<file path="src/rtl/neuron_pkg.sv">
// neuron_pkg: shared widths, FSM states, result type and saturation for the neuron datapath
package neuron_pkg;
  localparam int DATA_W = 32;
  localparam int MAX_TERMS = 64;
  localparam int ACC_W = DATA_W + $clog2(MAX_TERMS) + 1;
  localparam int FRAC_W = DATA_W;
  localparam logic signed [ACC_W-1:0] SAT_MAX = {{(ACC_W-DATA_W+1){1'b0}}, {(DATA_W-1){1'b1}}};
  localparam logic signed [ACC_W-1:0] SAT_MIN = {{(ACC_W-DATA_W+1){1'b1}}, {(DATA_W-1){1'b0}}};
  typedef enum logic [1:0] {ACC, DRAIN, HOLD} state_e;
  typedef struct packed {
    logic sat;
    logic [DATA_W-1:0] data;
  } res_t;
  function automatic res_t saturate(input logic signed [ACC_W-1:0] acc, input logic relu);
    res_t r;
    r.sat = acc > SAT_MAX || acc < SAT_MIN;
    r.data = acc > SAT_MAX ? SAT_MAX[DATA_W-1:0] : acc < SAT_MIN ? SAT_MIN[DATA_W-1:0] : acc[DATA_W-1:0];
    r.data = relu && r.data[DATA_W-1] ? '0 : r.data;
    return r;
  endfunction
endpackage

</file>
<file path="src/rtl/neuron_mac_if.sv">
// neuron_mac_if: term stream in, result stream out
interface neuron_mac_if;
  import neuron_pkg::*;
  logic in_valid;
  logic in_ready;
  logic [DATA_W-1:0] in_data;
  logic [DATA_W-1:0] in_weight;
  logic in_last;
  logic relu_en;
  logic out_valid;
  logic out_ready;
  logic [DATA_W-1:0] out_data;
  logic out_sat;
  modport master (
    output in_valid, in_data, in_weight, in_last, relu_en, out_ready,
    input  in_ready, out_valid, out_data, out_sat
  );
  modport slave (
    input  in_valid, in_data, in_weight, in_last, relu_en, out_ready,
    output in_ready, out_valid, out_data, out_sat
  );
endinterface

</file>
<file path="src/rtl/neuron_mul.sv">
// neuron_mul: one-stage registered sign-magnitude fixed-point multiplier, truncating toward zero
module neuron_mul #(
  parameter int DATA_W = 32,
  parameter int FRAC_W = 32,
  parameter int ACC_W = 39
) (
  input  logic clk,
  input  logic rst,
  input  logic valid_i,
  input  logic [DATA_W-1:0] data_i,
  input  logic [DATA_W-1:0] weight_i,
  output logic valid_o,
  output logic signed [ACC_W-1:0] term_o
);
  logic [DATA_W-1:0] mag;
  logic [2*DATA_W-1:0] prod;
  logic [ACC_W-1:0] p_ext;
  logic signed [ACC_W-1:0] term_d, term_q;
  logic valid_q;
  assign mag = weight_i[DATA_W-1] ? -weight_i : weight_i;
  assign prod = (2*DATA_W)'(data_i) * (2*DATA_W)'(mag);
  assign p_ext = ACC_W'(prod >> FRAC_W);
  assign term_d = weight_i[DATA_W-1] ? -$signed(p_ext) : $signed(p_ext);
  assign valid_o = valid_q;
  assign term_o = term_q;
  // capture the signed term on accepted beats; valid follows one cycle later
  always_ff @(posedge clk or posedge rst) begin
    if (rst) begin
      valid_q <= 1'b0;
      term_q <= '0;
    end else begin
      valid_q <= valid_i;
      if (valid_i) term_q <= term_d;
    end
  end
endmodule

</file>
<file path="src/rtl/neuron_mac.sv">
// neuron_mac: streaming multiply-accumulate neuron with saturation and optional ReLU
module neuron_mac
  import neuron_pkg::*;
(
  input logic clk,
  input logic rst,
  neuron_mac_if.slave bus
);
  state_e state_q, state_d;
  logic signed [ACC_W-1:0] acc_q, acc_d, term;
  logic term_vld, accept, hs, relu_q, relu_d, in_ready_q, out_valid_q, out_sat_q;
  logic [DATA_W-1:0] out_data_q;
  res_t res;
  assign accept = bus.in_valid && bus.in_ready;
  assign hs = state_q == HOLD && bus.out_ready;
  assign bus.in_ready = in_ready_q && !rst;
  assign bus.out_valid = out_valid_q;
  assign bus.out_data = out_data_q;
  assign bus.out_sat = out_sat_q;
  neuron_mul #(.DATA_W(DATA_W), .FRAC_W(FRAC_W), .ACC_W(ACC_W)) u_mul (
    .clk(clk),
    .rst(rst),
    .valid_i(accept),
    .data_i(bus.in_data),
    .weight_i(bus.in_weight),
    .valid_o(term_vld),
    .term_o(term)
  );
  // next state, accumulation of the registered term, and the clipped result of the final sum
  always_comb begin
    state_d = accept && bus.in_last ? DRAIN : state_q == DRAIN ? HOLD : hs ? ACC : state_q;
    acc_d = hs ? '0 : term_vld ? acc_q + term : acc_q;
    relu_d = accept && bus.in_last ? bus.relu_en : relu_q;
    res = saturate(acc_d, relu_q);
  end
  // state, accumulator and output registers; the result is frozen when leaving DRAIN
  always_ff @(posedge clk or posedge rst) begin
    if (rst) begin
      state_q <= ACC;
      acc_q <= '0;
      relu_q <= 1'b0;
      in_ready_q <= 1'b1;
      out_valid_q <= 1'b0;
      out_data_q <= '0;
      out_sat_q <= 1'b0;
    end else begin
      state_q <= state_d;
      acc_q <= acc_d;
      relu_q <= relu_d;
      in_ready_q <= state_d == ACC;
      out_valid_q <= state_d == HOLD;
      if (state_q == DRAIN) begin
        out_data_q <= res.data;
        out_sat_q <= res.sat;
      end
    end
  end
endmodule

</file>
<file path="src/flat_wrapper.sv">
// flat-port wrapper written by rule: the top's interface ports become plain ports
module neuron_mac_flat import neuron_pkg::*;
  (clk, rst, bus_in_valid, bus_in_data, bus_in_weight, bus_in_last, bus_relu_en, bus_out_ready, bus_in_ready, bus_out_valid, bus_out_data, bus_out_sat);
  neuron_mac_if bus_i ();
  input logic clk;
  input logic rst;
  input wire logic [$bits(bus_i.in_valid)-1:0] bus_in_valid;
  input wire logic [$bits(bus_i.in_data)-1:0] bus_in_data;
  input wire logic [$bits(bus_i.in_weight)-1:0] bus_in_weight;
  input wire logic [$bits(bus_i.in_last)-1:0] bus_in_last;
  input wire logic [$bits(bus_i.relu_en)-1:0] bus_relu_en;
  input wire logic [$bits(bus_i.out_ready)-1:0] bus_out_ready;
  output wire logic [$bits(bus_i.in_ready)-1:0] bus_in_ready;
  output wire logic [$bits(bus_i.out_valid)-1:0] bus_out_valid;
  output wire logic [$bits(bus_i.out_data)-1:0] bus_out_data;
  output wire logic [$bits(bus_i.out_sat)-1:0] bus_out_sat;
  assign bus_i.in_valid = bus_in_valid;
  assign bus_i.in_data = bus_in_data;
  assign bus_i.in_weight = bus_in_weight;
  assign bus_i.in_last = bus_in_last;
  assign bus_i.relu_en = bus_relu_en;
  assign bus_i.out_ready = bus_out_ready;
  assign bus_in_ready = bus_i.in_ready;
  assign bus_out_valid = bus_i.out_valid;
  assign bus_out_data = bus_i.out_data;
  assign bus_out_sat = bus_i.out_sat;
  neuron_mac u_core (.clk(clk), .rst(rst), .bus(bus_i));
endmodule
</file>
<file path="config.mk">
export PLATFORM = sky130hd
export DESIGN_NAME = neuron_mac_flat
export DESIGN_NICKNAME = d
export VERILOG_FILES = /design/src/rtl/neuron_pkg.sv /design/src/rtl/neuron_mac_if.sv /design/src/rtl/neuron_mul.sv /design/src/rtl/neuron_mac.sv /design/src/flat_wrapper.sv
export SDC_FILE = /design/constraint.sdc
export NUM_CORES = 2
export LEC_CHECK = 0
export CAP_MARGIN = 40
export CORE_ASPECT_RATIO = 1.4
export CORE_UTILIZATION = 25
export CTS_CLUSTER_SIZE = 10
export DETAILED_ROUTE_END_ITERATION = 12
export SLEW_MARGIN = 20
export SYNTH_ARGS = -nofsm -noshare
export SYNTH_HDL_FRONTEND = slang
export SYNTH_HIERARCHICAL = 1
export SYNTH_SLANG_ARGS = --single-unit
</file>
<file path="constraint.sdc">
create_clock -name clk -period 6.4 [get_ports clk]
set_input_delay 0.64 -clock clk [delete_from_list [all_inputs] [get_ports clk]]
set_output_delay 0.64 -clock clk [all_outputs]
set_load 0.1 [all_outputs]
</file>
Word-level counts from Yosys, hierarchy flattened
Index checks and enable logic that the tools add are counted.
{"block": "word_totals", "output_inout_bits": 35, "register_bits": 117, "elab_cells": 36, "input_bits": 70}
{"block": "classes", "n_mux": 10, "n_mul": 1, "n_eq_ne": 3, "addsub": 3, "reduce_logical": 8, "magnitude_cmp": 2}
{"operator": "two-way mux 32 bit", "count": 4}
{"operator": "two-way mux 39 bit", "count": 3}
{"operator": "multiplier 32 x 32 -> 64 bit", "count": 1}
{"operator": "adder 39 bit", "count": 1}
{"operator": "> comparator 39 x 32 -> 1 bit, second input constant", "count": 1}
{"operator": "less-than comparator 39 x 32 -> 1 bit, second input constant", "count": 1}
{"operator": "negation 32 -> 39 bit", "count": 1}
{"operator": "negation 32 bit", "count": 1}
{"operator": "two-way mux 2 bit", "count": 3}
{"operator": "logical AND 1 bit", "count": 5}
{"operator": "equality test 2 bit, second input constant", "count": 2}
{"operator": "equality test 2 x 1 -> 1 bit, second input constant", "count": 1}
{"operator": "zero test 2 bit", "count": 1}
{"operator": "zero test 1 bit", "count": 1}
{"operator": "logical OR 1 bit", "count": 1}

Depth between registers and ports, before layout
{"block": "logic_depth", "word_depth": 8, "depth_mapped": 42, "mapped_depth_nobuf": 39}

Cells and area by module
The synthesis kept the hierarchy.
{"module": "neuron_mul", "area_per_inst_um2": 36832.8, "instances": 1, "seq_area_each_um2": 1001.0, "cells_each": 4236}
{"module": "neuron_mac", "area_per_inst_um2": 5754.3, "instances": 1, "seq_area_each_um2": 1928.1, "cells_each": 657}

Worst setup path after synthesis
No wires, ideal clock.
{"block": "synth_path", "path_kind": "input-to-reg", "from": "input bus_in_weight[14]", "to": "register u_core.u_mul.term_q[27] (netlist: u_core/u_mul/term_o[27])", "setup_slack_ns": -4.180, "setup_ns": 0.137, "cell_stages": 34, "t_arrival_ns": 10.443, "path_buffers": 3, "required_time_ns": 6.263, "path_cell_list": "or4_1 > or3_1 > or4_1 > or4_1 > nand2b_1 > o31a_1 > xor2_1 > clkbuf_1 > nand2_1 > fa_1 > fa_1 > inv_1 > fa_1 > fa_1 > fa_1 > fa_1 > fa_1 > inv_1 > fa_1 > inv_1 > ha_1 > buf_2 > a21oi_2 > o21ai_1 > a211o_1 > nor3_4 > a31oi_4 > or3_1 > a311oi_2 > or3b_1 > buf_6 > o41ai_2 > xor2_1 > a21oi_1"}
{"block": "synth_between", "elab_chain_len": 5}
{"element": "start: declaration", "line_no": "flat_wrapper.sv:9", "text": "input wire logic [$bits(bus_i.in_weight)-1:0] bus_in_weight;"}
{"element": "negation 32 bit", "line_no": "neuron_mul.sv:20", "text": "assign mag = weight_i[DATA_W-1] ? -weight_i : weight_i;"}
{"element": "two-way mux 32 bit *", "line_no": "neuron_mul.sv:20"}
{"element": "multiplier 32 x 32 -> 64 bit *", "line_no": "neuron_mul.sv:21", "text": "assign prod = (2*DATA_W)'(data_i) * (2*DATA_W)'(mag);"}
{"element": "negation 32 -> 39 bit", "line_no": "neuron_mul.sv:23", "text": "assign term_d = weight_i[DATA_W-1] ? -$signed(p_ext) : $signed(p_ext);"}
{"element": "two-way mux 39 bit *", "line_no": "neuron_mul.sv:23"}
{"element": "end signal: assignment", "line_no": "neuron_mul.sv:33", "text": "if (valid_i) term_q <= term_d;"}
{"element": "end: declaration", "line_no": "neuron_mul.sv:18", "text": "logic signed [ACC_W-1:0] term_d, term_q;"}
Mark *: on every way between the ends. The rest lies on a longest branch, timed or not.
A chain may end at the register's enable or synchronous reset.

Final worst setup path
{"block": "layout_path", "from": "input bus_in_weight[14]", "to": "register u_core.u_mul.term_q[38] (netlist: u_core/u_mul/term_o[38])"}
{"block": "layout_between", "elab_chain_len": 5}
{"element": "negation 32 bit", "line_no": "neuron_mul.sv:20"}
{"element": "two-way mux 32 bit *", "line_no": "neuron_mul.sv:20"}
{"element": "multiplier 32 x 32 -> 64 bit *", "line_no": "neuron_mul.sv:21"}
{"element": "negation 32 -> 39 bit *", "line_no": "neuron_mul.sv:23"}
{"element": "two-way mux 39 bit *", "line_no": "neuron_mul.sv:23"}
Marked as above.

==> results.txt <==
----------------------------------------------------
[Timing]
  Highest clock frequency the design can meet ... 98.2 MHz
  Fin Hold WS ... 0.479 ns
  Setup violation total in the final timing report ... 39
  RSZ-0062 raised after global routing ... yes
  Final critical-path required period ... 10.18 ns
  Headroom to the max-slew limit ... 47.8%
  PnR worst setup slack ... -3.78 ns
  Setup total negative slack ... -136.22 ns
  Final critical-path share of the clock period ... 159%
  Setup skew after layout ... 0.00964 ns
  Max-slew violation count ... 0
  Final Hold Viols ... 0
  Slew of the pin with the lowest slew margin ... 0.782 ns

[Drt]
  Via density per instance ... 4.58
  Drt drc ... 0
  Antenna viol nets, final ... 0
  Total wirelength of the detailed-routed design ... 131000 um
  Vias post-DR ... 35.3k
  First-iteration detailed-routing DRC count ... 1601
  Drt first pass iters ... 5
  Detail-routed net length per standard cell ... 17.0 um

[Clocking]
  Clock-pin slew on the worst setup and hold paths ... 0.06 ns
  Maximum count of clock buffers along a single path ... 2
  Later-pin clock latency in the skew report ... 0.42 ns
  Master cell of the clock root buffer ... sky130_fd_sc_hd__clkbuf_16
  Clock tree from TritonCTS ... built
  CTS H-tree depth ... 4
  Clock Sink Count ... 117
  Inserted Clock Buffers ... 17
  Number of buffers inserted for hold repair after clock tree synthesis ... 0

[Placement]
  Post-detailed-placement half-perimeter wirelength ... 114000 um
  Placer Congestion ... 0.942
  Number of buffer cells added on primary ports ... 104
  DP Cell Count ... 7629
  Area after DPL ... 0.0517 mm2

[Worst setup path]
  CP max FO ... 8
  Data arrival, critical path ... 10.45 ns
  Slack of the worst reg-to-reg path ... 2.20 ns
  Critical path's largest stage delay ... 0.54 ns
  Kind of cell adding the most delay to the critical path ... adder cells
  Crit path kind ... in -> reg
  Most frequent cell on the critical path ... sky130_fd_sc_hd__fa_1
  Cell type of the slowest stage on the worst timing path ... sky130_fd_sc_hd__fa_1
  Destination of the critical timing path ... u_core/u_mul/term_o[38]$_DFFE_PP0P_
  Worst reg-to-reg path cell count ... 14
  Worst EP required ... 6.67 ns
  Kind of capture point of the worst setup path ... flop
  CP bufs+invs ... 5
  Worst reg2reg path startpoint ... u_core/acc_q[0]$_DFF_PP0_
  Critical path launch point ... bus_in_weight[14]
  Sort of element at the start of the critical path ... primary input
  Cell depth of the worst setup path ... 33
  Worst reg2reg endpoint ... u_core/bus.out_data[25]$_DFFE_PP0N_

[GRT]
  Met1 Use GR ... 18.3%
  Routing usage on met3 ... 1.14%
  Total GRT Usage ... 15.4%
  Vias in the first global route ... 39.2k
  Number of antenna violations at the first check in global routing ... 2
  Most used routing layer ... met2
  Overflow after GRT ... 0
  First-pass GRT wire length ... 210000 um
  Largest net degree at the start of global routing ... 65
  Met2 usage in global routing ... 28.9%

[Floorplanning]
  Starting density of the core ... 25.3%
  Io pins ... 105
  Core outline area ... 0.169 mm2
  Die X ... 351 um
  Die area ... 0.172 mm2
  Vertical die dimension ... 490 um
  Cell row count ... 178

[Logic synthesis]
  Leading area contributor after synthesis ... sky130_fd_sc_hd__fa_1
  EDFF count, synth ... 0
  Fraction of synthesized cell area taken by the top area cell type ... 42.1%
  Post-synthesis average cell area ... 8.70 um2
  Number of cells produced by synthesis ... 4893
  Most common cell in the synthesized netlist ... sky130_fd_sc_hd__inv_1
  Share of synthesized registers carrying an async set or reset ... 100%
  Number of nets produced by synthesis ... 6159
  Largest cells by area after synthesis ... sky130_fd_sc_hd__fa_1 42%, sky130_fd_sc_hd__ha_1 8.8%, sky130_fd_sc_hd__inv_1 8.6%, sky130_fd_sc_hd__dfrtp_1 6.8%, sky130_fd_sc_hd__nand2_1 6.6%
  Synth Flop Type ... sky130_fd_sc_hd__dfrtp_1
  Flop and latch count out of synthesis ... 117
  Synth Cell Area ... 0.0426 mm2
  Warnings from Yosys ... 6
  Number of distinct library cells after synthesis ... 112
  Most frequent cells after synthesis ... 978 x sky130_fd_sc_hd__inv_1, 896 x sky130_fd_sc_hd__fa_1, 746 x sky130_fd_sc_hd__nand2_1, 433 x sky130_fd_sc_hd__and2_1, 300 x sky130_fd_sc_hd__ha_1
  Sequential cell area fraction in the yosys report ... 6.88%

[Worst hold path]
  Hold Path Cell Cnt ... 2
  HP Class ... reg -> reg

[Run status]
  Run status ... complete, but fails checks
  Violations in the final reports ... setup timing

[Finish]
  Cell area after layout ... 0.0541 mm2
  Nets@finish ... 6711
  Syn-to-layout area delta ... 27.0%
  Non-Filler Instances ... 7709
  Fraction of final layout cells sized beyond drive strength 1 ... 18.8%

[Run]
  Max cap viols ... 0

----------------------------------------------------
==> timing repair <==
action                     CTS  global route
gates cloned                 1             0
buffers inserted            20            26
pin swaps                   81            81
setup endpoints to repair   39            39
gates resized for setup    167           142
==> final cells by class <==
type	count	area (um2)
sequential	117	2930
multi-input combinational	3532	36400
clock buffer	19	433
fill	17500	114000
inverter	979	3670
clock inverter	13	196
antenna	1	2.50
timing repair buffer	798	7600
tap	2250	2820
==> layer usage <==
metal	vias up	routed length [um]	part of all wire (%)
met1	18100	52700	40
met2	799	69500	53
met4	0	4590	3.5
li1	16100	-	-
met3	245	4450	3.4
met5	-	0	0
==> state kept, by name, summed over array words and instances (netlist names) <==
signal                flops
u_core/acc_q             39
u_core/u_mul/term_o      39
u_core/bus.out_data      32
u_core/state_q            2
u_core/bus.out_sat        1
u_core/bus.out_valid      1
u_core/in_ready_q         1
u_core/relu_q             1
u_core/u_mul/valid_o      1
==> tightest hold or removal path: stages, from the launching register on <==
cell	delay, ns
sky130_fd_sc_hd__dfrtp_1	0.34
sky130_fd_sc_hd__nand2_1	0.05
sky130_fd_sc_hd__o21ai_0	0.06
==> worst min-delay path by stage <==
stage,start,to,slack [ns]
2_1_floorplan,u_core/u_mul/term_o[4]$_DFFE_PP0P_,u_core/u_mul/term_o[4]$_DFFE_PP0P_,0.46
3_3_place_gp,u_core/bus.out_data[23]$_DFFE_PP0N_,u_core/bus.out_data[23]$_DFFE_PP0N_,0.47
3_5_place_dp,u_core/bus.out_data[22]$_DFFE_PP0N_,u_core/bus.out_data[22]$_DFFE_PP0N_,0.47
4_1_cts,u_core/bus.out_data[22]$_DFFE_PP0N_,u_core/bus.out_data[22]$_DFFE_PP0N_,0.49
5_1_grt,u_core/bus.out_data[21]$_DFFE_PP0N_,u_core/bus.out_data[21]$_DFFE_PP0N_,0.51
6_report,u_core/bus.out_data[22]$_DFFE_PP0N_,u_core/bus.out_data[22]$_DFFE_PP0N_,0.48
==> cells by family after synthesis <==
family | share of synthesized area, %
adder cells (fa/ha/maj) | 50.9
AO/OA/AOI/OAI | 9.19
XOR/XNOR | 2.28
buffers and inverters | 11.3
multiplexers | 0.958
AND/OR/NAND/NOR | 18.5
flip-flops | 6.88
==> stage by stage <==
| step | setup slack [ns] | util, % |
|---|---|---|
| after floorplan | -3.88 | - |
| after global placement | -4.73 | 30.3 |
| after detailed placement | -4.84 | 30.7 |
| after CTS | -3.89 | 31.6 |
| after global routing | -4.06 | 32.1 |
| final | -3.78 | 32.1 |
==> cell usage in the layout, fill, tap and decap left out, drive strengths merged, types with 36 or more instances in the layout <==
master	synthesis	routed
a21oi	184	184
nor3	37	37
xnor2	75	75
nand4	52	52
xor2	36	36
buf	33	698
clkdlybuf4s50	0	99
nand2	746	746
o21ai	150	150
dfrtp	116	116
nor2b	38	38
fa	896	896
nor2	149	149
a21o	38	38
and2	433	433
ha	300	300
inv	979	983
Power is left out: the tool's default activity adds up to more than one toggle a clock period on the data nets, which glitch-free logic cannot reach.
